[src/rtl/fmap_readout.sv]
// Feature-map readout: captures one frame of per-position filter pairs from the
// conv stage, then drains it byte-by-byte to the host over valid/ready.
module fmap_readout #(
    parameter int NUM_POS = 36,
    parameter int NUM_CH  = 2,
    parameter int DATA_W  = 8
) (
    input  logic              clk,
    input  logic              rst_n,
    input  logic              frame_start,
    input  logic              in_valid,
    input  logic [DATA_W-1:0] in_data_0,
    input  logic [DATA_W-1:0] in_data_1,
    output logic [DATA_W-1:0] out_data,
    output logic              out_valid,
    input  logic              out_ready,
    output logic              out_last,
    output logic              frame_done,
    output logic              busy,
    output logic              overflow
);
    localparam int DEPTH = NUM_POS * NUM_CH;
    localparam int PW    = (NUM_POS > 1) ? $clog2(NUM_POS) : 1;
    localparam int RW    = $clog2(DEPTH);
    localparam logic [PW-1:0] LAST_POS = PW'(NUM_POS - 1);
    localparam logic [RW-1:0] LAST_RD  = RW'(DEPTH - 1);

    typedef enum logic [1:0] {S_IDLE, S_COLLECT, S_DRAIN} state_t;

    state_t            state_q, state_d;
    logic [PW-1:0]     wr_pos_q, wr_pos_d;
    logic [RW-1:0]     rd_ptr_q, rd_ptr_d;
    logic [DATA_W-1:0] out_data_q, out_data_d;
    logic              out_valid_q, out_valid_d;
    logic              out_last_q, out_last_d;
    logic              frame_done_q, frame_done_d;
    logic              overflow_q, overflow_d;
    logic              wr_en;
    logic [PW:0]       wr_addr0, wr_addr1;
    logic [RW-1:0]     rd_nxt;

    logic [DATA_W-1:0] mem_q [DEPTH];

    // Filter 0 lands at the even address, filter 1 at the odd one.
    assign wr_addr0 = {wr_pos_q, 1'b0};
    assign wr_addr1 = {wr_pos_q, 1'b1};
    assign rd_nxt   = rd_ptr_q + RW'(1);

    always_comb begin
        state_d      = state_q;
        wr_pos_d     = wr_pos_q;
        rd_ptr_d     = rd_ptr_q;
        out_data_d   = out_data_q;
        out_valid_d  = out_valid_q;
        out_last_d   = out_last_q;
        frame_done_d = 1'b0;
        overflow_d   = overflow_q;
        wr_en        = 1'b0;

        if (frame_start) begin
            // Restart wins over everything, including a pending handshake.
            state_d     = S_COLLECT;
            wr_pos_d    = '0;
            rd_ptr_d    = '0;
            overflow_d  = 1'b0;
            out_valid_d = 1'b0;
            out_last_d  = 1'b0;
        end else begin
            case (state_q)
                S_IDLE: begin
                    if (in_valid) overflow_d = 1'b1;
                end
                S_COLLECT: begin
                    if (in_valid) begin
                        wr_en = 1'b1;
                        if (wr_pos_q == LAST_POS) begin
                            wr_pos_d    = '0;
                            rd_ptr_d    = '0;
                            state_d     = S_DRAIN;
                            out_valid_d = 1'b1;
                            out_last_d  = 1'b0;
                            // Address 0 is only being written now in a one-position frame.
                            out_data_d  = (wr_pos_q == '0) ? in_data_0 : mem_q[0];
                        end else begin
                            wr_pos_d = wr_pos_q + PW'(1);
                        end
                    end
                end
                S_DRAIN: begin
                    if (in_valid) overflow_d = 1'b1;
                    if (out_valid_q && out_ready) begin
                        if (out_last_q) begin
                            out_valid_d  = 1'b0;
                            out_last_d   = 1'b0;
                            frame_done_d = 1'b1;
                            rd_ptr_d     = '0;
                            state_d      = S_IDLE;
                        end else begin
                            rd_ptr_d   = rd_nxt;
                            out_data_d = mem_q[rd_nxt];
                            out_last_d = (rd_nxt == LAST_RD);
                        end
                    end
                end
                default: state_d = S_IDLE;
            endcase
        end
    end

    always_ff @(posedge clk) begin
        if (!rst_n) begin
            state_q      <= S_IDLE;
            wr_pos_q     <= '0;
            rd_ptr_q     <= '0;
            out_data_q   <= '0;
            out_valid_q  <= 1'b0;
            out_last_q   <= 1'b0;
            frame_done_q <= 1'b0;
            overflow_q   <= 1'b0;
        end else begin
            state_q      <= state_d;
            wr_pos_q     <= wr_pos_d;
            rd_ptr_q     <= rd_ptr_d;
            out_data_q   <= out_data_d;
            out_valid_q  <= out_valid_d;
            out_last_q   <= out_last_d;
            frame_done_q <= frame_done_d;
            overflow_q   <= overflow_d;
        end
    end

    always_ff @(posedge clk) begin
        if (wr_en) begin
            mem_q[wr_addr0] <= in_data_0;
            mem_q[wr_addr1] <= in_data_1;
        end
    end

    assign out_data   = out_data_q;
    assign out_valid  = out_valid_q;
    assign out_last   = out_last_q;
    assign frame_done = frame_done_q;
    assign overflow   = overflow_q;
    assign busy       = (state_q != S_IDLE);
endmodule

[config.mk]
export PLATFORM = sky130hd
export DESIGN_NAME = fmap_readout
export DESIGN_NICKNAME = d
export VERILOG_FILES = /design/src/rtl/fmap_readout.sv
export SDC_FILE = /design/constraint.sdc
export NUM_CORES = 1
export LEC_CHECK = 0
export ABC_AREA = 1
export BUFFER_PORTS_ARGS = -buffer_cell sky130_fd_sc_hd__buf_2
export CORE_ASPECT_RATIO = 1.1
export CORE_MARGIN = 5
export CORE_UTILIZATION = 55
export CTS_BUF_LIST = sky130_fd_sc_hd__clkbuf_8 sky130_fd_sc_hd__clkbuf_16
export DETAILED_ROUTE_END_ITERATION = 8
export MAX_ROUTING_LAYER = met4
export PLACE_DENSITY = 0.75
export SYNTH_ARGS = -nofsm -noshare
export SYNTH_HDL_FRONTEND = slang
export SYNTH_SLANG_ARGS = --single-unit
[constraint.sdc]
create_clock -name clk -period 3.25 [get_ports clk]
set_clock_uncertainty 0.15 [all_clocks]
set_input_delay 0.65 -clock clk [delete_from_list [all_inputs] [get_ports clk]]
set_output_delay 0.65 -clock clk [all_outputs]
set_load 0.1 [all_outputs]
Word level (Yosys, flattened, before mapping)
Memory sizes are Yosys's and may differ from the RTL's. Index checks and enable logic that the tools add are counted.

Input port bits: 21. Memory bits (writable): 576. Bits in latches: 0. Memories kept: 1. Flip-flop bits (word level): 27. Output and inout bits: 13. ROM bits: 0.

Memories: mem_q (words 72, width 8, rd ports 2, clocked after Yosys merged registers in 0, wr ports 2, line 42) `logic [DATA_W-1:0] mem_q [DEPTH];`.

Shifts and indexed selects: 0. Bitwise operators: 5. $add $sub $neg: 2. Eq/ne operators: 14. Multiplexer cells: 34. Divide/modulo/power cells: 0. Multiply operators: 0. $lt $le $gt $ge: 0. Reduce and logical (&&, ||, !) cells: 15.

Operators by type and width (count): $mux W8 (5); $mux W7 (4); $pmux W8 S2 (1); $mux W1 (15); $reduce_and A5 Y1 (3); $pmux W7 S2 (1); $ne A2 B2 Y1 const B (6); $ne A3 B3 Y1 const B (4); $mux W2 (4); $add A7 B1 Y7 const B (1); $eq A7 B7 Y1 const B (1); $add A6 B1 Y6 const B (1); $eq A6 B6 Y1 const B (1); $logic_not A6 Y1 (1); $mux W6 (1); $pmux W2 S3 (1); $reduce_and A6 Y1 (1); $not A1 Y1 (5); $pmux W1 S2 (2); $reduce_and A2 Y1 (2); $reduce_and A4 Y1 (1); $reduce_bool A2 Y1 (2); $reduce_or A2 Y1 (2); $reduce_or A4 Y1 (1); other kinds (4) (4).

Longest topological paths before layout
Word-level depth: 5. Gate-level depth with buffers: 18.

Worst setup path after synthesis
Ideal clock, no wire load.

Path kind: register -> register. Start: register wr_pos_q[2]. End: memory mem_q[46][0], enable pin. Arrival: 2.447 ns. Path slack: 0.222 ns. Cell stages (with the launch flop): 5. Buffers on the path: 0. Required time: 2.670 ns. Cells stage by stage: dfxtp_1 -> clkinv_1 -> nor3_1 -> inv_1 -> nor4_1.

RTL lines: start, declared (line 31) `logic [PW-1:0] wr_pos_q, wr_pos_d;`; start signal, assigned (line 122) `wr_pos_q <= wr_pos_d;`; end, declared (line 42).

Final worst setup path
Start: register state_q[0]. End: register out_data_q[7], in the netlist out_data[7].

Word-level cells in the longest chain between the ends: 3.

Ends and longest elaborated chain: start, declared (line 30) `state_t state_q, state_d;`; start signal, assigned (line 121) `state_q <= state_d;`; $eq A2 B2 Y1 / $eq A2 B1 Y1 (equally long branches) (line 69) `case (state_q)`; $ne A2 B2 Y1 (no line) / $reduce_bool A2 Y1 (equally long branches); $reduce_and A6 Y1 (no line); end signal, assigned (line 124) `out_data_q <= out_data_d;`; end, declared (line 33) `logic [DATA_W-1:0] out_data_q, out_data_d;`.

Parallel ways exist; a longest one is shown, timed or not. A chain may end at the register's enable or synchronous reset.

==> out/results.md <==
• status: complete, no violations
• Initial Utilization: 55.66%
• global-route wire length before repair: 101.1 mm
• post-synth cell types: 32
• Clock Tree Root: sky130_fd_sc_hd__clkbuf_16
• Fmax achieved: 0.3393 GHz
• die span in y: 235.2 um
• Nets: 2421
• reg-to-reg critical path startpoint: state_q[0]
• latest clock arrival within the worst-skew pair: 0.62 ns
• Syn Std Cell Area: 25350 um^2
• antenna violations before repair: 3
• proportion of layout cells with a drive suffix above 1: 8.258%
• Peak VDD IR: 0.5406 mV
• number of cells after detailed placement: 2924
• endpoint kind of the worst setup timing path: register
• final global-route overflow total: 0
• fin crit share: 90.70%
• antenna-violating nets left: 0
• Static Leakage: 0.01074 uW
• placer congestion estimate: 0.9988
• critical setup path kind: reg -> reg
• synthesized netlist net count: 2379
• count of TritonRoute iterations in the first routing pass: 6
• final HPWL from detailed placement: 38.88 mm
• ordered list of cells on the worst path: inv_1 -> nand2_1 -> inv_1 -> nand3_1 -> nand2_1 -> nand2_1 -> nor3_2 -> inv_1 -> a21oi_1 -> a21oi_1
• clock sink count: 603
• cell with the largest stage delay on the worst path: sky130_fd_sc_hd__nor3_2
• count of filler cells inserted in the layout: 3537
• post-synthesis sequential element count: 603
• stages on the worst setup path: 10
• final hold violations: 0
• Critical Path Source Type: register
• total vias in the final route: 17690
• setup bufs post-CTS: 0
• total clock buffers created by CTS: 58
• average vias per placed instance: 5.826
• post-route cell area: 28160 um^2
• number of input and output port buffers inserted: 33
• CTS-repair resized insts: 0
• clock-pin slew reported for the worst setup and hold paths after clock tree synthesis: 0.07 ns
• setup TNS: 0 ns
• endpoints failing setup: 0
• Hold WC Path Type: in -> reg
• post-layout power: 15260 uW
• overall die area: 50500 um^2
• commonest non-fill, non-tap cell in the layout: sky130_fd_sc_hd__edfxtp_1
• aggregate global-route resource usage: 26.67%
• multi-input logic area: 6187 um^2
• floorplan row count: 82
• reported max-cap violation count: 0
• average cell area after synthesis: 10.77 um^2
• slowest cell delay on critical path: 0.56 ns
• level count of the clock H-tree: 2
• hold_buf cts: 0
• area growth from synthesis to layout: 11.08%
• Sequential Area: 17840 um^2
• wire length per cell: 22.05 um
• most used cells in the layout excluding fill and tap cells: sky130_fd_sc_hd__edfxtp_1, sky130_fd_sc_hd__nand2_1, sky130_fd_sc_hd__nor2_1
• clock tree from TritonCTS: built
• routed wire length: 66.98 mm
• total core area: 45550 um^2
• iteration-0 DRC count of the detailed router: 2330
• instance area at placement: 26330 um^2
• cell type contributing the most total cell area after synthesis: sky130_fd_sc_hd__edfxtp_1
• final-report max-slew violation count: 0
• Max-Slew Margin vs Limit: 11.94%
• largest net degree at the start of global routing: 228
• critical hold path startpoint: in_valid
• Register-to-Register Path Depth: 10
• post-detailed-route DRC marker count: 0
• part of the Yosys area used for sequential elements: 70.35%
• category of cells accounting for the largest share of critical-path delay: simple AND/OR/NAND/NOR gates
• min Tclk post-route: 2.948 ns
• setup repair after global routing missed its margin: false
• clk buf depth: 3
• Die Span X: 214.7 um
• Yosys Warn Count: 0
• share of Yosys cell area claimed by the top area cell type: 68.22%
• minimum setup slack among reg-to-reg paths: 0.30 ns
• Crit path arrival time: 3.30 ns
• critical path fanouts, max: 12
• instance count of the mapped netlist: 2354
• critical path endpoint: out_data[7]
• I/O pins: 34
• utilization after layout: 61.83%
• number of global-route vias before repair: 16850
• actual slew at the worst max-slew pin: 1.321 ns
• launching instance or port of the critical path: state_q[0]
• WP data required: 3.60 ns
• Non-Filler Instances: 3037
• Cell Pwr Density: 541.9 nW/um^2
• capturing point of the worst reg2reg path: out_data[7]
• Buf/Inv on CP: 3
• cells taking the most area after synthesis: sky130_fd_sc_hd__edfxtp_1, sky130_fd_sc_hd__nand2_1, sky130_fd_sc_hd__nand3_1, sky130_fd_sc_hd__nor2_1, sky130_fd_sc_hd__o21ai_0
-- worst min-delay path by stage --
stage / endpoint / slack (ns) / cells past startpoint
after detailed placement: overflow / 0.32 / 2
final: overflow / 0.17 / 3
after CTS: overflow / 0.14 / 3
after floorplan: wr_pos_q[5] / 0.30 / 2
after global routing: overflow / 0.17 / 3
after global placement: overflow / 0.30 / 2
-- logic make-up after synthesis --
kind of cell | after synthesis | share of synthesized area, %
DFF | 603 | 70.35
and+or+nand+nor | 1168 | 18.82
adders and majority gates | 4 | 0.1974
AOI/OAI and AO/OA | 240 | 4.856
buffers and inverters | 333 | 5.478
xor gates and xnor gates | 6 | 0.2961
-- layer usage --
metal / wire [um] / vias up / GRT usage (%)
met4: 2454 / 0 / 9.703
li1: - / 8046 / -
met3: 6656 / 172 / 4.129
met5: 0 / - / -
met2: 32140 / 995 / 41.92
met1: 25730 / 8481 / 35.85
-- worst register-to-register path: stages (launching register included) --
cell	delay, ns
sky130_fd_sc_hd__dfxtp_1	0.30
sky130_fd_sc_hd__inv_1	0.11
sky130_fd_sc_hd__nand2_1	0.31
sky130_fd_sc_hd__inv_1	0.37
sky130_fd_sc_hd__nand3_1	0.14
sky130_fd_sc_hd__nand2_1	0.09
sky130_fd_sc_hd__nand2_1	0.08
sky130_fd_sc_hd__nor3_2	0.56
sky130_fd_sc_hd__inv_1	0.29
sky130_fd_sc_hd__a21oi_1	0.32
sky130_fd_sc_hd__a21oi_1	0.12
-- where the power goes --
| group | total [uW] | switching [uW] | internal (uW) |
|---|---|---|---|
| Clock | 6410 | 2860 | 3550 |
| Sequential | 8520 | 10.7 | 8510 |
| Combinational | 325 | 284 | 40.5 |
-- registers in the layout (all words and copies together) (netlist names), 2 cells and up --
name	cells
rd_ptr_q	7
out_data	8
mem_q	576
wr_pos_q	6
state_q	2
-- layout make-up --
class	instances	area share (%)
repair buffers	103	2.719
clock inverters	49	1.057
multi-input cells	1418	21.97
well taps	588	2.612
flip-flops and latches	603	63.35
inverters	212	2.852
diodes	3	0.02665
clock buffers	61	5.420
-- cells in the mapped netlist --
library cell               number
sky130_fd_sc_hd__xnor2_2        2
sky130_fd_sc_hd__nand3_1      277
sky130_fd_sc_hd__o21ai_0      163
sky130_fd_sc_hd__xor2_1         2
sky130_fd_sc_hd__ha_1           4
sky130_fd_sc_hd__o21ai_1        3
sky130_fd_sc_hd__xnor2_1        1
sky130_fd_sc_hd__buf_2         42
sky130_fd_sc_hd__a211oi_1       1
sky130_fd_sc_hd__edfxtp_1     576
sky130_fd_sc_hd__clkbuf_1      50
sky130_fd_sc_hd__inv_2          3
sky130_fd_sc_hd__o22ai_1       16
sky130_fd_sc_hd__inv_1        204
sky130_fd_sc_hd__nor2_1       358
sky130_fd_sc_hd__nand2_1      515
sky130_fd_sc_hd__buf_6          7
sky130_fd_sc_hd__nor3_1         6
sky130_fd_sc_hd__buf_1         13
sky130_fd_sc_hd__o41ai_1        1
sky130_fd_sc_hd__nand4_1        8
sky130_fd_sc_hd__a22oi_1        1
sky130_fd_sc_hd__xor2_2         1
sky130_fd_sc_hd__buf_4          9
sky130_fd_sc_hd__or2_2          1
sky130_fd_sc_hd__a31oi_1        1
sky130_fd_sc_hd__nor4_1         1
sky130_fd_sc_hd__dfxtp_1       27
sky130_fd_sc_hd__nor3_2         1
sky130_fd_sc_hd__nand2_2        1
sky130_fd_sc_hd__clkinv_1       5
sky130_fd_sc_hd__a21oi_1       54
-- per-stage QoR --
step	hold slack (ns)	setup slack, ns
floorplan	0.3039	0.2225
global placement	0.3016	0.4323
detailed placement	0.3178	0.4312
CTS	0.1387	0.4199
global route	0.1726	0.08511
finish	0.1706	0.3023
No activity file was read; power rests on OpenSTA's default activity.
